**src/rtl/div_pkg.sv**
```systemverilog
// Shared encodings for the iterative divider.
// Operation codes, FSM states and small decode helpers.
package div_pkg;

  typedef enum logic [1:0] {
    OP_DIV  = 2'd0,
    OP_DIVU = 2'd1,
    OP_REM  = 2'd2,
    OP_REMU = 2'd3
  } div_op_t;

  typedef enum logic [1:0] {
    IDLE,
    DIVIDING,
    DONE
  } div_state_t;

  function automatic logic op_signed(
    input logic [1:0] op
  );
    return ~op[0];
  endfunction

  function automatic logic op_is_rem(
    input logic [1:0] op
  );
    return op[1];
  endfunction

endpackage

```
**src/rtl/div_iter_stage.sv**
```systemverilog
// Combinational restoring-division stage.
// Retires STEP quotient bits per call.
module div_iter_stage #(
  parameter int XLEN = 32,
  parameter int STEP = 1
) (
  input  logic [XLEN-1:0] rem_i,
  input  logic [XLEN-1:0] quo_i,
  input  logic [XLEN-1:0] dvsr_i,
  output logic [XLEN-1:0] rem_o,
  output logic [XLEN-1:0] quo_o
);

  logic [XLEN:0]   r;
  logic [XLEN-1:0] q;

  // quo_i holds the not-yet-consumed dividend bits, MSB first
  always_comb begin
    r = {1'b0, rem_i};
    q = quo_i;
    for (int i = 0; i < STEP; i++) begin
      r = {r[XLEN-1:0], q[XLEN-1]};
      q = {q[XLEN-2:0], 1'b0};
      if (r >= {1'b0, dvsr_i}) begin
        r = r - {1'b0, dvsr_i};
        q[0] = 1'b1;
      end
    end
    rem_o = r[XLEN-1:0];
    quo_o = q;
  end

endmodule

```
**src/rtl/divider_param.sv**
```systemverilog
// Parametrised multi-cycle RISC-V divider (DIV/DIVU/REM/REMU).
// Define DIV_REUSE_EN to keep the last result for back-to-back reuse.
module divider_param
  import div_pkg::*;
#(
  parameter int XLEN = 32,
  parameter int STEP = 1
) (
  input  logic            CLK,
  input  logic            rst,
  input  logic [XLEN-1:0] opA,
  input  logic [XLEN-1:0] opB,
  input  logic            div_valid,
  input  logic [1:0]      div_op,
  output logic            div_running,
  output logic            div_done,
  output logic [XLEN-1:0] DIVout
);

  localparam int N  = XLEN / STEP;
  localparam int CW = $clog2(N + 1);
  localparam logic [XLEN-1:0] MIN =
    {1'b1, {(XLEN-1){1'b0}}};

  div_state_t      state;
  logic [CW-1:0]   cnt;
  logic [XLEN-1:0] rem_q, quo_q, dvsr_q;
  logic [XLEN-1:0] rem_n, quo_n;
  logic            neg_q, neg_r, rem_sel;

  logic            sgn, a_neg, b_neg;
  logic            b_zero, ovf, hit;
  logic            accept, corner;
  logic            finish, abort;
  logic [XLEN-1:0] a_abs, b_abs;
  logic [XLEN-1:0] cq, cr, hq, hr;
  logic [XLEN-1:0] q_fix, r_fix;

  assign sgn    = op_signed(div_op);
  assign a_neg  = sgn & opA[XLEN-1];
  assign b_neg  = sgn & opB[XLEN-1];
  assign a_abs  = a_neg ? -opA : opA;
  assign b_abs  = b_neg ? -opB : opB;
  assign b_zero = (opB == '0);
  assign ovf    = sgn & (opA == MIN)
                & (opB == '1);
  assign cq     = b_zero ? '1 : MIN;
  assign cr     = b_zero ? opA : '0;

  assign accept = (state == IDLE) & div_valid;
  assign corner = accept & (b_zero | ovf);
  assign finish = (state == DIVIDING)
                & div_valid
                & (cnt == CW'(1));
  assign abort  = (state == DIVIDING)
                & ~div_valid;

  assign q_fix = neg_q ? -quo_n : quo_n;
  assign r_fix = neg_r ? -rem_n : rem_n;

  assign div_running = div_valid & ~div_done;

  div_iter_stage #(
    .XLEN(XLEN),
    .STEP(STEP)
  ) u_iter (
    .rem_i (rem_q),
    .quo_i (quo_q),
    .dvsr_i(dvsr_q),
    .rem_o (rem_n),
    .quo_o (quo_n)
  );

`ifdef DIV_REUSE_EN
  logic            rv_vld, rv_sgn, lat_sgn;
  logic [XLEN-1:0] rv_a, rv_b, rv_q, rv_r;
  logic [XLEN-1:0] lat_a, lat_b;

  assign hit = accept & rv_vld
             & (opA == rv_a)
             & (opB == rv_b)
             & (sgn == rv_sgn);
  assign hq  = rv_q;
  assign hr  = rv_r;

  always_ff @(posedge CLK) begin
    if (rst) begin
      rv_vld  <= 1'b0;
      rv_sgn  <= 1'b0;
      rv_a    <= '0;
      rv_b    <= '0;
      rv_q    <= '0;
      rv_r    <= '0;
      lat_sgn <= 1'b0;
      lat_a   <= '0;
      lat_b   <= '0;
    end else begin
      if (accept) begin
        lat_a   <= opA;
        lat_b   <= opB;
        lat_sgn <= sgn;
      end
      if (abort) begin
        rv_vld <= 1'b0;
      end else if (corner) begin
        rv_vld <= 1'b1;
        rv_a   <= opA;
        rv_b   <= opB;
        rv_sgn <= sgn;
        rv_q   <= cq;
        rv_r   <= cr;
      end else if (finish) begin
        rv_vld <= 1'b1;
        rv_a   <= lat_a;
        rv_b   <= lat_b;
        rv_sgn <= lat_sgn;
        rv_q   <= q_fix;
        rv_r   <= r_fix;
      end
    end
  end
`else
  assign hit = 1'b0;
  assign hq  = '0;
  assign hr  = '0;
`endif

  // Short paths enter DONE with div_done low; it rises on the next edge
  always_ff @(posedge CLK) begin
    if (rst) begin
      state    <= IDLE;
      cnt      <= '0;
      rem_q    <= '0;
      quo_q    <= '0;
      dvsr_q   <= '0;
      neg_q    <= 1'b0;
      neg_r    <= 1'b0;
      rem_sel  <= 1'b0;
      div_done <= 1'b0;
      DIVout   <= '0;
    end else begin
      unique case (state)
        IDLE: begin
          if (div_valid) begin
            rem_sel <= op_is_rem(div_op);
            if (corner) begin
              DIVout <= op_is_rem(div_op)
                      ? cr : cq;
              state  <= DONE;
            end else if (hit) begin
              DIVout <= op_is_rem(div_op)
                      ? hr : hq;
              state  <= DONE;
            end else begin
              rem_q  <= '0;
              quo_q  <= a_abs;
              dvsr_q <= b_abs;
              neg_q  <= a_neg ^ b_neg;
              neg_r  <= a_neg;
              cnt    <= CW'(N);
              state  <= DIVIDING;
            end
          end
        end
        DIVIDING: begin
          if (!div_valid) begin
            cnt   <= '0;
            state <= IDLE;
          end else begin
            rem_q <= rem_n;
            quo_q <= quo_n;
            cnt   <= cnt - CW'(1);
            if (finish) begin
              DIVout   <= rem_sel
                        ? r_fix : q_fix;
              div_done <= 1'b1;
              state    <= DONE;
            end
          end
        end
        DONE: begin
          if (div_done) begin
            div_done <= 1'b0;
            state    <= IDLE;
          end else begin
            div_done <= 1'b1;
          end
        end
        default: state <= IDLE;
      endcase
    end
  end

endmodule
```
**config.mk**
```make
export PLATFORM = sky130hd
export DESIGN_NAME = divider_param
export DESIGN_NICKNAME = d
export VERILOG_FILES = /design/src/rtl/div_pkg.sv /design/src/rtl/div_iter_stage.sv /design/src/rtl/divider_param.sv
export SDC_FILE = /design/constraint.sdc
export NUM_CORES = 1
export LEC_CHECK = 0
export ABC_CLOCK_PERIOD_IN_PS = 4120
export BUFFER_PORTS_ARGS = -buffer_cell sky130_fd_sc_hd__buf_2
export CORE_MARGIN = 1
export CORE_UTILIZATION = 45
export CTS_CLUSTER_DIAMETER = 50
export DETAILED_ROUTE_END_ITERATION = 10
export GPL_TIMING_DRIVEN = 0
export PLACE_DENSITY = 0.7
export SYNTH_ARGS = -nofsm -noshare
export SYNTH_HDL_FRONTEND = slang
export SYNTH_SLANG_ARGS = --single-unit
```
**constraint.sdc**
```tcl
create_clock -name CLK -period 4.12 [get_ports CLK]
set_input_delay 0.412 -clock CLK [delete_from_list [all_inputs] [get_ports CLK]]
set_output_delay 0.412 -clock CLK [all_outputs]
set_load 0.02 [all_outputs]
```
-- After elaboration in Yosys (flattened, before gate mapping)
Index checks and enable logic that the tools add are counted.
- register bits: 140
- input bits: 69
- output and inout port bits: 34
- word-level logic and storage cells: 91
- $add $sub $neg: 6
- order comparisons: 1
- equal/unequal tests: 12
- multiplexer cells: 37
- bitwise gates (word level): 14
- reductions and logical operators: 11
- operators by type and width (cell ; count):
    2-to-1 mux 32 bit ; 18
    one-hot mux 32 bit (2 select lines) ; 3
    negation 32 bit ; 4
    == test 32 bit (second input constant) ; 2
    greater-or-equal comparator 33 x 32 -> 1 bit ; 1
    zero test 32 bit ; 1
    subtractor 32 bit ; 1
    2-to-1 mux 31 bit ; 1
    2-to-1 mux 6 bit ; 3
    inequality test 2 bit (second input constant) ; 6
    one-hot mux 6 bit (2 select lines) ; 1
    AND reduction 3 bit ; 4
    2-to-1 mux 2 bit ; 5
    bitwise AND 1 bit ; 9
    == test 6 x 1 -> 1 bit (second input constant) ; 1
    one-hot mux 2 bit (3 select lines) ; 1
    subtractor 6 x 1 -> 6 bit (second input constant) ; 1
    AND reduction 5 bit ; 1
    2-to-1 mux 1 bit ; 4
    AND reduction 4 bit ; 1
    nonzero test 2 bit ; 2
    inequality test 3 bit (second input constant) ; 1
    inverter 1 bit ; 3
    == test 2 x 1 -> 1 bit (second input constant) ; 1
    6 further kinds ; 6

-- Depth between registers and ports, before layout
- word-level depth: 8
- depth in mapped cells: 23
- gate-level depth less buffers: 18

-- By module
From an unflattened synthesis, not the netlist that was laid out.
- cell total of the unflattened synthesis: 1532
- area, all modules: 11641.2 µm²
- by module, submodules not included (module ; instances ; cells each ; area each (µm²)):
    divider_param ; 1 ; 1166 ; 8919.8
    div_iter_stage ; 1 ; 366 ; 2721.4

-- Worst setup path after synthesis
OpenSTA, ideal clock, no wires.
- path type: register -> register
- from: reg rem_q[8]
- to: reg DIVout[30]
- library setup time: 0.087 ns
- arrival: 4.364 ns
- required time: 4.033 ns
- slack: -0.331 ns
- stages on the path, launching flop included: 23
- buffers on the path: 6
- period minus slack after synthesis: 4.451 ns
- cells stage by stage: dfxtp_1 > ha_1 > buf_2 > nand2_2 > or3_4 > a211oi_2 > o31ai_1 > nand2_2 > buf_2 > buf_2 > buf_2 > buf_2 > nand2_1 > o21ai_0 > ha_1 > inv_1 > a221o_1 > nor2_1 > or4b_1 > buf_2 > o21ai_1 > xor2_1 > o31ai_1
- cells in the longest elaborated chain, start to end: 8
- elaborated cells on any way between the ends: 12
- those cells by class: 3 x add/sub; 1 x order compare; 8 x mux
- RTL lines (element ; RTL line ; source):
    start: declaration ; divider_param.sv:27 ; logic [XLEN-1:0] rem_q, quo_q, dvsr_q;
    start signal: assignment ; divider_param.sv:170 ; rem_q <= rem_n;
    subtractor 32 bit or greater-or-equal comparator 33 x 32 -> 1 bit (tied branches) ; div_iter_stage.sv:25, div_iter_stage.sv:24 ;
    2-to-1 mux 32 bit or 2-to-1 mux 1 bit (tied branches) ; div_iter_stage.sv:24 ; if (r >= {1'b0, dvsr_i}) begin
    negation 32 bit (on tied branches) ; divider_param.sv:59, divider_param.sv:58 ;
    2-to-1 mux 32 bit (on tied branches) ; divider_param.sv:59, divider_param.sv:58 ;
    2-to-1 mux 32 bit * ; divider_param.sv:175 ; ? r_fix : q_fix;
    2-to-1 mux 32 bit * ; divider_param.sv:173 ; if (finish) begin
    2-to-1 mux 32 bit * ; divider_param.sv:166 ; if (!div_valid) begin
    one-hot mux 32 bit (2 select lines) * ; divider_param.sv:142 ; unique case (state)
    end signal: assignment ; divider_param.sv:147 ; DIVout <= op_is_rem(div_op)
    end signal: assignment ; divider_param.sv:151 ; DIVout <= op_is_rem(div_op)
    end signal: assignment ; divider_param.sv:174 ; DIVout <= rem_sel
    end: declaration ; divider_param.sv:17 ; output logic [XLEN-1:0] DIVout
Mark *: on every way between the ends. The rest lies on a longest branch, timed or not. The select of a mux whose other input is x is not followed.
A chain may end at the register's enable or synchronous reset.

-- Worst setup path after layout
- from: reg rem_q[8]
- to: reg DIVout[31]
Same word-level chain as after synthesis.

==> flow_summary_export.csv <==
group,metric,value,unit
clock_network,cts_tree,"done",
sta,slew_violations,0,
sta,fin_setup_tns,0,ns
sta,worst_slew_pin_slew,0.905,ns
setup_path,r2r_cells,16,
sta,rsz0062_at_grt,"true",
cells_and_area,seq_area,2850,um^2
run_status,status,"complete, no violations",
setup_path,r2r_slack,0.03,ns
detailed_routing,wire_per_inst,21.3,um
detailed_routing,drt_pass1_iterations,6,
cells_and_area,n_antenna_cell,0,
die,die_x,161,um
synthesis,synth_area_leaders,"dfxtp_1 25%, nor2_1 8.3%, a21oi_1 6.5%",
setup_path,worst_ep_arrival_time,4.38,ns
die,num_io_pins,103,
setup_path,end_kind,"flop",
setup_path,crit_type,"flop to flop",
synthesis,synth_ff_type,"dfxtp_1",
power,vdd_ir_drop_max,254,uV
placement,dpl.hpwl,33.5,mm
detailed_routing,via_count,13115,
global_route,antenna_found_initial,0,
setup_path,start_kind,"flop",
synthesis,yosysTopAreaCell,"dfxtp_1",
clock_network,root_buffer,"clkbuf_16",
clock_network,clk_pin_slew,0.07,ns
synthesis,synthTopCellsByCount,"252 x nor2_1, 148 x a21oi_1, 140 x dfxtp_1",
sta,timing.final.crit_share,99.2,%
cells_and_area,area_growth,25.0,%
global_route,grtUsageTotal,32.5,%
global_route,grt.busiest_layer,"met2",
global_route,use_met1,44.4,%
synthesis,synth_most_common_cell,"nor2_1",
die,core,24600,um^2
global_route,use_met3,7.65,%
sta,fmax,0.245,GHz
sta,timing.final.ws_setup,0.0338,ns
synthesis,postSynthCellCount,1580,
cells_and_area,stdcell_count,2092,
setup_path,critPathSlowestCell,"o31ai_1",
setup_path,path_cells,"ha_4 -> buf_6 -> buf_4 -> buf_4 -> a21oi_1 -> o21ai_2 -> a21oi_1 -> a21oi_1 -> nor2_1 -> xnor2_1 -> o31ai_1 -> nand4_1 -> o41ai_2 -> xnor2_1 -> o2111ai_1 -> a21oi_1",
detailed_routing,ant_nets,0,
detailed_routing,drtIter0Drc,1573,
power,p_leak,5.43,nW
clock_network,insertion_delay,0.44,ns
clock_network,clk_path_buf_depth,2,
sta,finalCriticalPeriod,4.09,ns
setup_path,path_max_fanout,6,
detailed_routing,drc_errors,0,
global_route,grt_max_degree,17,
setup_path,cp.required,4.41,ns
cells_and_area,drive_above_1_share,20.6,%
die,die_y,161,um
setup_path,cpMostUsedCell,"a21oi_1",
setup_path,slowest_delay,0.49,ns
cells_and_area,n_fill_cell,2281,
sta,maxSlewHeadroom,39.7,%
clock_network,cts_hold_buf,0,
synthesis,netlist_area,11400,um^2
global_route,grt_first_pass_wirelength,65.7,mm
sta,fin_skew,0.0166,ns
die,die-area,26000,um^2
setup_path,reg2reg_to,"DIVout[31]$_SDFFE_PP0P_",
global_route,grt_pass1_vias,11706,
clock_network,cts.sinks,140,
cells_and_area,nets,1864,
clock_network,cts_buffers,17,
cells_and_area,multi_input_area,8760,um^2
sta,finalHoldViolCount,0,
cells_and_area,utilization,57.9,%
worst_hold_path,hold_depth,3,
global_route,grtUsageMet2,50.8,%
clock_network,htree_num_levels,4,
placement,dp_slack,-0.731,ns
placement,dp_cells,2005,
synthesis,yosys_register_bits,140,
synthesis,ys_async_sr_fraction,0,%
power,power,0.00469,W
die,num_rows,57,
worst_hold_path,min_path_type,"input pin to flop",
placement,io_buffers,101,
synthesis,yosys_warnings,0,
die,initial_core_util,46.3,%
synthesis,synth_cell_types,83,
power,power_density,329,nW/um^2
job,cap_violations,0,
worst_hold_path,min_to,"dvsr_q[1]$_SDFFE_PP0P_",
synthesis,ys_seq_area_share,24.6,%
synthesis,synth_edf_count,0,
synthesis,synth_top_cell_area_share,24.6,%
synthesis,syn_nets,1689,
sta,finalSetupViolCount,0,
worst_hold_path,min_from,"opB[1]",
global_route,grt-ovfl-total,0,
detailed_routing,wl,44.6,mm
placement,globalplace.congestion,0.993,
detailed_routing,post_drt_via_cell_ratio,6.27,
setup_path,r2r-start,"rem_q[8]$_SDFFE_PP0P_",
synthesis,avgSynthCellArea,7.22,um^2
==> per-stage QoR <==
| step | instance area (um^2) | hold WS [ns] |
|---|---|---|
| after CTS | 13400 | 0.283 |
| after global routing | 14300 | 0.317 |
| final | 14300 | 0.298 |
| after detailed placement | 12400 | 0.482 |
| after global placement | 12400 | 0.456 |
| after floorplan | 11500 | 0.446 |
==> placed cells by master (no fill, tap or decap), types with 20 or more instances in the layout <==
cell type,synthesis,final
xor2_1,74,74
buf_4,2,60
nor2_1,252,250
nand2_1,109,107
a211oi_1,86,83
clkbuf_1,73,69
ha_4,0,28
o31ai_1,27,25
mux2i_1,22,20
nor3_1,36,34
dfxtp_2,0,20
a21oi_1,148,136
dfxtp_1,140,115
nand3_1,26,23
nand4_1,25,25
o21ai_0,116,110
buf_2,16,106
inv_1,52,43
xnor2_1,64,63
==> metal layers <==
layer	vias up	share of wire [%]	wire (um)
li1	6054	-	-
met4	0	2.9	1270
met1	6131	42	18800
met3	114	11	5000
met5	-	0	0
met2	816	44	19600
==> repair_timing <==
action	4_1_cts	5_1_grt
pin swaps	29	46
gates cloned	0	1
resized for setup	77	124
endpoints found under the setup margin	22	60
buffers inserted	22	37
==> worst max path at each step <==
stage                            startpoint                 endpoint  cells past startpoint
floorplan             rem_q[8]$_SDFFE_PP0P_  DIVout[30]$_SDFFE_PP0P_                     22
global placement    dvsr_q[21]$_SDFFE_PP0P_  DIVout[24]$_SDFFE_PP0P_                     19
detailed placement  dvsr_q[21]$_SDFFE_PP0P_  DIVout[24]$_SDFFE_PP0P_                     19
CTS                  quo_q[31]$_SDFFE_PP0P_  DIVout[30]$_SDFFE_PP0P_                     17
global route         dvsr_q[5]$_SDFFE_PP0P_  DIVout[30]$_SDFFE_PP0P_                     18
finish                rem_q[8]$_SDFFE_PP0P_  DIVout[31]$_SDFFE_PP0P_                     16
==> worst max-delay path: cells and delay by family (launching register included) <==
kind / cells / cell delay, ns
flip-flops: 1 / 0.46
XOR/XNOR: 2 / 0.32
buffers and inverters: 3 / 0.39
AO/OA/AOI/OAI: 8 / 2.15
AND/OR/NAND/NOR: 2 / 0.40
adder cells (fa/ha/maj): 1 / 0.24
==> registers in the layout, indices dropped and copies added, names as in the netlist, 2 cells and up <==
name	cells
DIVout	32
cnt	6
dvsr_q	32
quo_q	32
rem_q	32
state	2
==> where the power goes <==
| part | total [W] | switching (W) | internal [W] |
|---|---|---|---|
| Combinational | 0.00152 | 0.000936 | 0.000582 |
| Sequential | 0.00156 | 0.000105 | 0.00145 |
| Clock | 0.00162 | 0.000690 | 0.000925 |
| Total | 0.00469 | 0.00173 | 0.00296 |
==> cell type report <==
cell class                      count  area share, %
Multi-Input combinational cell   1286           61.5
Sequential cell                   140           20.0
Timing Repair Buffer              161           6.71
Buffer                             93           3.31
Clock buffer                       19           3.11
Tap cell                          324           2.84
Inverter                           56           1.51
Clock inverter                     13           1.10
==> cells by family (layout without fill, tap and decap cells) <==
| group | count (synthesis) | after routing | synth area share, % |
|---|---|---|---|
| adders and majority gates | 40 | 40 | 4.45 |
| muxes | 26 | 26 | 2.33 |
| DFF | 140 | 140 | 24.6 |
| AOI/OAI and AO/OA | 517 | 517 | 29.5 |
| buffers and inverters | 154 | 342 | 5.38 |
| xor gates and xnor gates | 138 | 138 | 10.6 |
| and+or+nand+nor | 565 | 565 | 23.2 |
Power figures use the tool's default switching activity.
